File: src/rtl/lsu_ctrl_pkg.sv
// Shared types and constants for the load/store unit: access sizes, FSM states,
// byte-lane base masks and the alignment rule.
package lsu_ctrl_pkg;

    typedef enum logic [1:0] {
        SIZE_B = 2'd0,
        SIZE_H = 2'd1,
        SIZE_W = 2'd2,
        SIZE_D = 2'd3
    } lsu_size_e;

    typedef enum logic [1:0] {
        ST_IDLE = 2'd0,
        ST_REQ  = 2'd1,
        ST_WAIT = 2'd2,
        ST_RESP = 2'd3
    } lsu_state_e;

    localparam logic [7:0] MASK_B = 8'h01;
    localparam logic [7:0] MASK_H = 8'h03;
    localparam logic [7:0] MASK_W = 8'h0F;
    localparam logic [7:0] MASK_D = 8'hFF;

    function automatic logic [7:0] base_mask(input lsu_size_e size);
        case (size)
            SIZE_B:  return MASK_B;
            SIZE_H:  return MASK_H;
            SIZE_W:  return MASK_W;
            default: return MASK_D;
        endcase
    endfunction

    // Natural alignment: an access must start on a multiple of its own size.
    function automatic logic is_misaligned(input lsu_size_e size, input logic [2:0] off);
        case (size)
            SIZE_B:  return 1'b0;
            SIZE_H:  return off[0] != 1'b0;
            SIZE_W:  return off[1:0] != 2'b00;
            default: return off != 3'b000;
        endcase
    endfunction

endpackage

File: src/rtl/lsu_load_ext.sv
// Load data extraction: selects the addressed bytes from an 8-byte-aligned word
// and sign- or zero-extends them to XLEN.
module lsu_load_ext
    import lsu_ctrl_pkg::*;
#(
    parameter int XLEN = 64
) (
    input  logic [XLEN-1:0] rdata,
    input  logic [2:0]      off,
    input  lsu_size_e       size,
    input  logic            is_unsigned,
    output logic [XLEN-1:0] data
);

    logic [XLEN-1:0] raw;

    always_comb begin
        raw  = rdata >> {off, 3'b000};
        data = raw;
        case (size)
            SIZE_B:  data = {{(XLEN-8){raw[7] & ~is_unsigned}}, raw[7:0]};
            SIZE_H:  data = {{(XLEN-16){raw[15] & ~is_unsigned}}, raw[15:0]};
            SIZE_W:  data = {{(XLEN-32){raw[31] & ~is_unsigned}}, raw[31:0]};
            default: data = raw;
        endcase
    end

endmodule

File: src/rtl/lsu_ctrl.sv
// Load/store unit: accepts one request at a time from execute, issues a single
// aligned memory transaction and returns a writeback pulse for loads.
module lsu_ctrl
    import lsu_ctrl_pkg::*;
#(
    parameter int XLEN = 64,
    parameter int RD_W = 5
) (
    input  logic            clk,
    input  logic            rst_n,
    input  logic            req_valid,
    output logic            req_ready,
    input  logic            req_store,
    input  logic [XLEN-1:0] req_addr,
    input  logic [XLEN-1:0] req_wdata,
    input  logic [1:0]      req_size,
    input  logic            req_unsigned,
    input  logic [RD_W-1:0] req_rd,
    output logic            mem_valid,
    input  logic            mem_ready,
    output logic            mem_we,
    output logic [XLEN-1:0] mem_addr,
    output logic [XLEN-1:0] mem_wdata,
    output logic [7:0]      mem_wmask,
    input  logic            mem_rvalid,
    input  logic [XLEN-1:0] mem_rdata,
    output logic            wb_valid,
    output logic [RD_W-1:0] wb_rd,
    output logic [XLEN-1:0] wb_data,
    output logic            done,
    output logic            misalign
);

    lsu_state_e      state_q, state_d;
    logic            store_q, store_d;
    logic [XLEN-1:0] addr_q, addr_d;
    logic [XLEN-1:0] wdata_q, wdata_d;
    logic [7:0]      wmask_q, wmask_d;
    lsu_size_e       size_q, size_d;
    logic            uns_q, uns_d;
    logic [RD_W-1:0] rd_q, rd_d;
    logic [XLEN-1:0] wb_data_q, wb_data_d;
    logic            misalign_q, misalign_d;

    lsu_size_e       req_size_e;
    logic [2:0]      req_off;
    logic [XLEN-1:0] ext_data;

    assign req_size_e = lsu_size_e'(req_size);
    assign req_off    = req_addr[2:0];

    lsu_load_ext #(.XLEN(XLEN)) u_load_ext (
        .rdata       (mem_rdata),
        .off         (addr_q[2:0]),
        .size        (size_q),
        .is_unsigned (uns_q),
        .data        (ext_data)
    );

    always_comb begin
        state_d    = state_q;
        store_d    = store_q;
        addr_d     = addr_q;
        wdata_d    = wdata_q;
        wmask_d    = wmask_q;
        size_d     = size_q;
        uns_d      = uns_q;
        rd_d       = rd_q;
        wb_data_d  = '0;
        misalign_d = 1'b0;
        case (state_q)
            ST_IDLE: begin
                if (req_valid) begin
                    if (is_misaligned(req_size_e, req_off)) begin
                        misalign_d = 1'b1;
                    end else begin
                        store_d = req_store;
                        addr_d  = req_addr;
                        wdata_d = req_wdata << {req_off, 3'b000};
                        wmask_d = base_mask(req_size_e) << req_off;
                        size_d  = req_size_e;
                        uns_d   = req_unsigned;
                        rd_d    = req_rd;
                        state_d = ST_REQ;
                    end
                end
            end
            ST_REQ: begin
                if (mem_ready) state_d = ST_WAIT;
            end
            ST_WAIT: begin
                // Read data is only valid alongside rvalid, so capture it here.
                if (mem_rvalid) begin
                    state_d = ST_RESP;
                    if (!store_q) wb_data_d = ext_data;
                end
            end
            default: state_d = ST_IDLE;
        endcase
    end

    always_ff @(posedge clk or negedge rst_n) begin
        if (!rst_n) begin
            state_q    <= ST_IDLE;
            store_q    <= 1'b0;
            addr_q     <= '0;
            wdata_q    <= '0;
            wmask_q    <= '0;
            size_q     <= SIZE_B;
            uns_q      <= 1'b0;
            rd_q       <= '0;
            wb_data_q  <= '0;
            misalign_q <= 1'b0;
        end else begin
            state_q    <= state_d;
            store_q    <= store_d;
            addr_q     <= addr_d;
            wdata_q    <= wdata_d;
            wmask_q    <= wmask_d;
            size_q     <= size_d;
            uns_q      <= uns_d;
            rd_q       <= rd_d;
            wb_data_q  <= wb_data_d;
            misalign_q <= misalign_d;
        end
    end

    assign req_ready = (state_q == ST_IDLE);
    assign mem_valid = (state_q == ST_REQ);
    assign mem_we    = mem_valid & store_q;
    assign mem_addr  = {addr_q[XLEN-1:3], 3'b000};
    assign mem_wdata = wdata_q;
    assign mem_wmask = wmask_q;
    assign wb_valid  = (state_q == ST_RESP) & ~store_q;
    assign wb_rd     = wb_valid ? rd_q : '0;
    assign wb_data   = wb_data_q;
    assign done      = (state_q == ST_RESP) | misalign_q;
    assign misalign  = misalign_q;

endmodule

File: config.mk
export PLATFORM = sky130hd
export DESIGN_NAME = lsu_ctrl
export DESIGN_NICKNAME = d
export VERILOG_FILES = /design/src/rtl/lsu_ctrl_pkg.sv /design/src/rtl/lsu_load_ext.sv /design/src/rtl/lsu_ctrl.sv
export SDC_FILE = /design/constraint.sdc
export NUM_CORES = 1
export LEC_CHECK = 0
export CAP_MARGIN = 20
export CORE_UTILIZATION = 46
export CTS_CLUSTER_DIAMETER = 80
export CTS_CLUSTER_SIZE = 25
export DETAILED_ROUTE_END_ITERATION = 7
export PLACE_DENSITY = 0.82
export SETUP_SLACK_MARGIN = 0.4
export SYNTH_ARGS = -nofsm -noshare
export SYNTH_HDL_FRONTEND = slang
export SYNTH_SLANG_ARGS = --single-unit
File: constraint.sdc
create_clock -name clk -period 2.45 [get_ports clk]
set_input_delay 0.735 -clock clk [delete_from_list [all_inputs] [get_ports clk]]
set_output_delay 0.735 -clock clk [all_outputs]
set_load 0.05 [all_outputs]
==> Word level (Yosys, flattened, before mapping) <==
Index checks and enable logic that the tools add are counted.
{ "totals": {"ff_bits": 212, "inputBits": 206, "output_inout_bits": 211, "wordCells": 60} }
{ "classes": {"n_shift": 3, "n_reduce_logical": 7, "eq_ne": 11, "bitwise": 9, "n_mux": 20} }
{ "op_table": {"columns": ["operator", "count"], "rows": [
  ["$mux 64", 3],
  ["$pmux 64 s3", 1],
  ["$shl 64x6->64", 1],
  ["$shr 64x6->64", 1],
  ["$mux 8", 3],
  ["$pmux 8 s3", 1],
  ["$eq 2x2->1 const B", 4],
  ["$mux 2", 4],
  ["$shl 8x3->8", 1],
  ["$eq 2x1->1 const B", 3],
  ["$logic_not 2->1", 3],
  ["$ne 2x2->1 const B", 3],
  ["$pmux 2 s3", 1],
  ["$and 1x1->1", 5],
  ["$mux 1", 5],
  ["$mux 5", 1],
  ["$reduce_and 4->1", 1],
  ["$not 1->1", 3],
  ["$pmux 1 s3", 1],
  ["$reduce_and 3->1", 1],
  ["$reduce_bool 3->1", 1],
  ["$ne 2x1->1 const B", 1],
  ["$reduce_bool 2->1", 1],
  ["$or 1x1->1", 1]
]} }

==> Longest topological paths before layout <==
{ "depth": {"depth_word": 8, "depth_mapped": 9} }

==> Hierarchy <==
From an unflattened synthesis, not the netlist that was laid out.
{ "unflattened": {"cells_unflattened": 1291, "hier_area_um2": 12359.4} }
{ "by_module_without_submodules": {"columns": ["module", "n_inst", "area_each_um2", "cells_per_inst"], "rows": [
  ["lsu_ctrl", 1, 10059.6, 1027],
  ["lsu_load_ext", 1, 2299.7, 264]
]} }

==> Least setup slack after synthesis <==
No wires, ideal clock.
{ "synth_timing": {"path_kind": "flip-flop to output port", "start": "register state_q[1]", "end": "output wb_rd[0]", "t_required_ns": 1.715, "setup_slack_ns": -0.180, "t_arrival_ns": 1.895, "stages_incl_launch_ff": 4, "path_cell_list": "dfrtp_1 > ha_1 > nor2b_1 > and2_1"} }
{ "synth_via": {"elab_chain_cells": 3} }
{ "synth_lines": {"columns": ["element", "line", "source"], "rows": [
  ["start: declaration", "lsu_ctrl.sv:34", "lsu_state_e state_q, state_d;"],
  ["start signal: assignment", "lsu_ctrl.sv:115", "state_q <= state_d;"],
  ["$eq 2x2->1", "lsu_ctrl.sv:134", "assign wb_valid = (state_q == ST_RESP) & ~store_q;"],
  ["$and 1x1->1", "lsu_ctrl.sv:134", null],
  ["net wb_valid", "lsu_ctrl.sv:27", "output logic wb_valid,"],
  ["$mux 5", "lsu_ctrl.sv:135", "assign wb_rd = wb_valid ? rd_q : '0;"],
  ["end: declaration", "lsu_ctrl.sv:28", "output logic [RD_W-1:0] wb_rd,"]
]} }
The timed path passes the listed nets, and every way through them passes these cells.

==> Worst setup path in the final report <==
{ "layout_timing": {"start": "register state_q[0]", "end": "output wb_rd[3]"} }
{ "layout_via": {"elab_chain_cells": 3} }
{ "layout_lines": {"columns": ["element", "line"], "rows": [
  ["$eq 2x2->1", "lsu_ctrl.sv:134"],
  ["$and 1x1->1", "lsu_ctrl.sv:134"],
  ["$mux 5", "lsu_ctrl.sv:135"]
]} }
Every way passes these cells.

==> flow_summary.ini <==
[timing]
finalMaxSlewViolations = 0
finalCriticalPeriod_ns = 2.36
slew_headroom = 0.470
rsz0062_at_grt = true
skew_ns = 0.0147
fin_crit_sh = 0.964
max_slew.worst_pin.slew_ns = 0.793
final-hold-violation-count = 0
tns_ns = 0
clock.fmax_mhz = 423
setup_viol_count_final = 0

[yosys]
synth_edf_count = 0
synth_top_area_cell = dfrtp_1
synth_common_cells = 362 x nand2_1, 212 x dfrtp_1, 82 x mux2i_1
synthAdderAreaFrac = 0.00431
synthArstFlopShare = 1.00
synthXorXnorAreaFrac = 0
ys_ff_latch = 212
synth_top_family_by_area = simple AND/OR/NAND/NOR gates
ys.flop_type = dfrtp_1
synth_top_area_share = 0.457
synth_area_mm2 = 0.0116
synthSimpleGateAreaFrac = 0.180
syn_avg_cell_area_um2 = 9.23
synth_compound_area_frac = 0.138
synthTopCellsByArea = dfrtp_1 46%, nand2_1 12%, mux2i_1 7.1%
netlist-cell-type-count = 53
synth_most_common_cell = nand2_1
yosys_warnings = 0
synthCells = 1259
synth_mux_area_frac = 0.138
seq_area_frac_synth = 0.457

[setup_path]
r2r_end = wb_data[48]$_DFF_PN0_
start_kind = register
crit_fanout = 6
reg2reg_depth = 10
r2r_start = state_q[0]$_DFFE_PN0P_
worst_ep_required_time_ns = 1.71
cp.arrival_ns = 1.63
rrSetupSlack_ns = 0.16
end_kind = output pin
path_class = reg2out

[finish]
layout-drive-gt1-share = 0.310
area.growth.synth_to_final_pct = 55.2
diodes = 0
num-nets-final = 1887
design_area_mm2 = 0.0180

[floorplanning]
die-height_um = 161
core_area_mm2 = 0.0245
dieArea_mm2 = 0.0259
die_x_um = 161
std_cell_rows = 57
ios = 417
initial_core_util = 0.474

[run]
drv_cap = 0

[clock_tree]
htree_levels = 1
clk_path_buf_depth = 3
cts_buffers = 14
insertion_delay_ns = 0.49
root_buffer = clkbuf_16
clock-sinks = 212
cts_tree = done
path_clk_slew_ns = 0.10
cts_hold_buf = 0

[worst_hold_path]
hp-class = in2async

[power_and_ir_drop]
power_density_mw_per_mm2 = 1280
total_power_mw = 23.1
p_leak_nw = 8.10
ir_drop_mv = 1.02

[detailed_routing]
wl_um = 46200
viasPerCell = 5.79
ant_nets = 0
dr.pass1.iters = 6
detail_route.wl_per_cell_um = 23.0
drt-initial-drc-count = 1167
drc = 0
vias = 11600

[grt]
track_usage = 0.336
antenna_found_initial = 0
grt_overflow = 0
grt_pass1_wl_um = 66600
grt_max_degree = 61
grt_pass1_vias = 11400

[place]
numPortBuffers = 413
place_congestion = 0.997
hpwlAfterDp_um = 32200
dpl-instance-area_mm2 = 0.0164

[run_status]
outcome = finished, final reports clean
placed cells by master (no fill, tap or decap), types with 21 or more instances in the layout:
| cell | n |
|---|---|
| clkdlybuf4s50_1 | 193 |
| nand2_1 | 362 |
| o31ai_1 | 29 |
| nor2_1 | 54 |
| mux2i_1 | 78 |
| a21oi_1 | 28 |
| clkdlybuf4s15_2 | 174 |
| dfrtp_1 | 208 |
| buf_12 | 32 |
| o21ai_0 | 32 |
| buf_4 | 109 |
| mux4_2 | 21 |
| mux2_2 | 22 |
| nand2b_1 | 26 |
| a21oi_2 | 33 |
| o21a_1 | 21 |
critical path, cell delays in order (launching register included):
cell	delay, ns
dfrtp_1	0.43
ha_4	0.17
nor2b_4	0.22
and2_4	0.19
buf_12	0.13
final cells by class:
class,count,area (um2)
well taps,324,405
fillers,1681,6500
multi-input cells,878,5840
clock buffers,16,389
inverters,9,41.3
clock inverters,5,70.1
flip-flops and latches,212,5310
repair buffers,562,5980
registers in the layout (all words and copies together) (netlist names), 2 cells and up:
register and cells:
addr_q 64, mem_wdata 64, wb_data 64, mem_wmask 8, rd_q 5, size_q 2, state_q 2
worst max-delay path by stage:
stage,from,end
2_1_floorplan,req_addr[2],state_q[1]$_DFFE_PN0P_
3_5_place_dp,mem_rdata[23],wb_data[63]$_DFF_PN0_
6_report,state_q[0]$_DFFE_PN0P_,wb_rd[3]
4_1_cts,state_q[0]$_DFFE_PN0P_,wb_rd[1]
5_1_grt,state_q[0]$_DFFE_PN0P_,wb_rd[3]
3_3_place_gp,mem_rdata[23],wb_data[62]$_DFF_PN0_
timing repair:
| item | CTS | global route |
|---|---|---|
| resized for setup | 649 | 94 |
| cloned | 4 | 3 |
| setup buffers | 15 | 18 |
| pin swaps | 11 | 17 |
| setup endpoints to repair | 258 | 90 |
power breakdown:
part | leakage, nW | total [mW] | switching [mW] | internal (mW)
Combinational | 5.13 | 14.7 | 9.32 | 5.36
Clock | 0.225 | 2.57 | 1.36 | 1.20
Sequential | 2.74 | 5.87 | 1.02 | 4.85
Total | 8.10 | 23.1 | 11.7 | 11.4
stage by stage:
stage               cells  setup WS [ns]  hold WS, ns  utilization
floorplan            1261          0.347        0.437            -
global placement     1945         -0.216        0.449        0.668
detailed placement   1945         -0.300        0.454        0.668
CTS                  1985         0.0799        0.234        0.717
global route         2006         0.0451        0.246        0.735
finish               2006         0.0871        0.224        0.735
cell families after synthesis:
family,Yosys count
buf+inv,171
other cells,1
mux,130
flops,212
simple gates,504
compound gates,237
fa+ha+maj,4
per-layer routing:
| layer | part of all wire | GRT usage |
|---|---|---|
| met1 | 0.37 | 0.401 |
| met2 | 0.50 | 0.584 |
| met3 | 0.083 | 0.0651 |
| met4 | 0.052 | 0.154 |
| met5 | 0 | 0 |
Power figures use the tool's default switching activity.
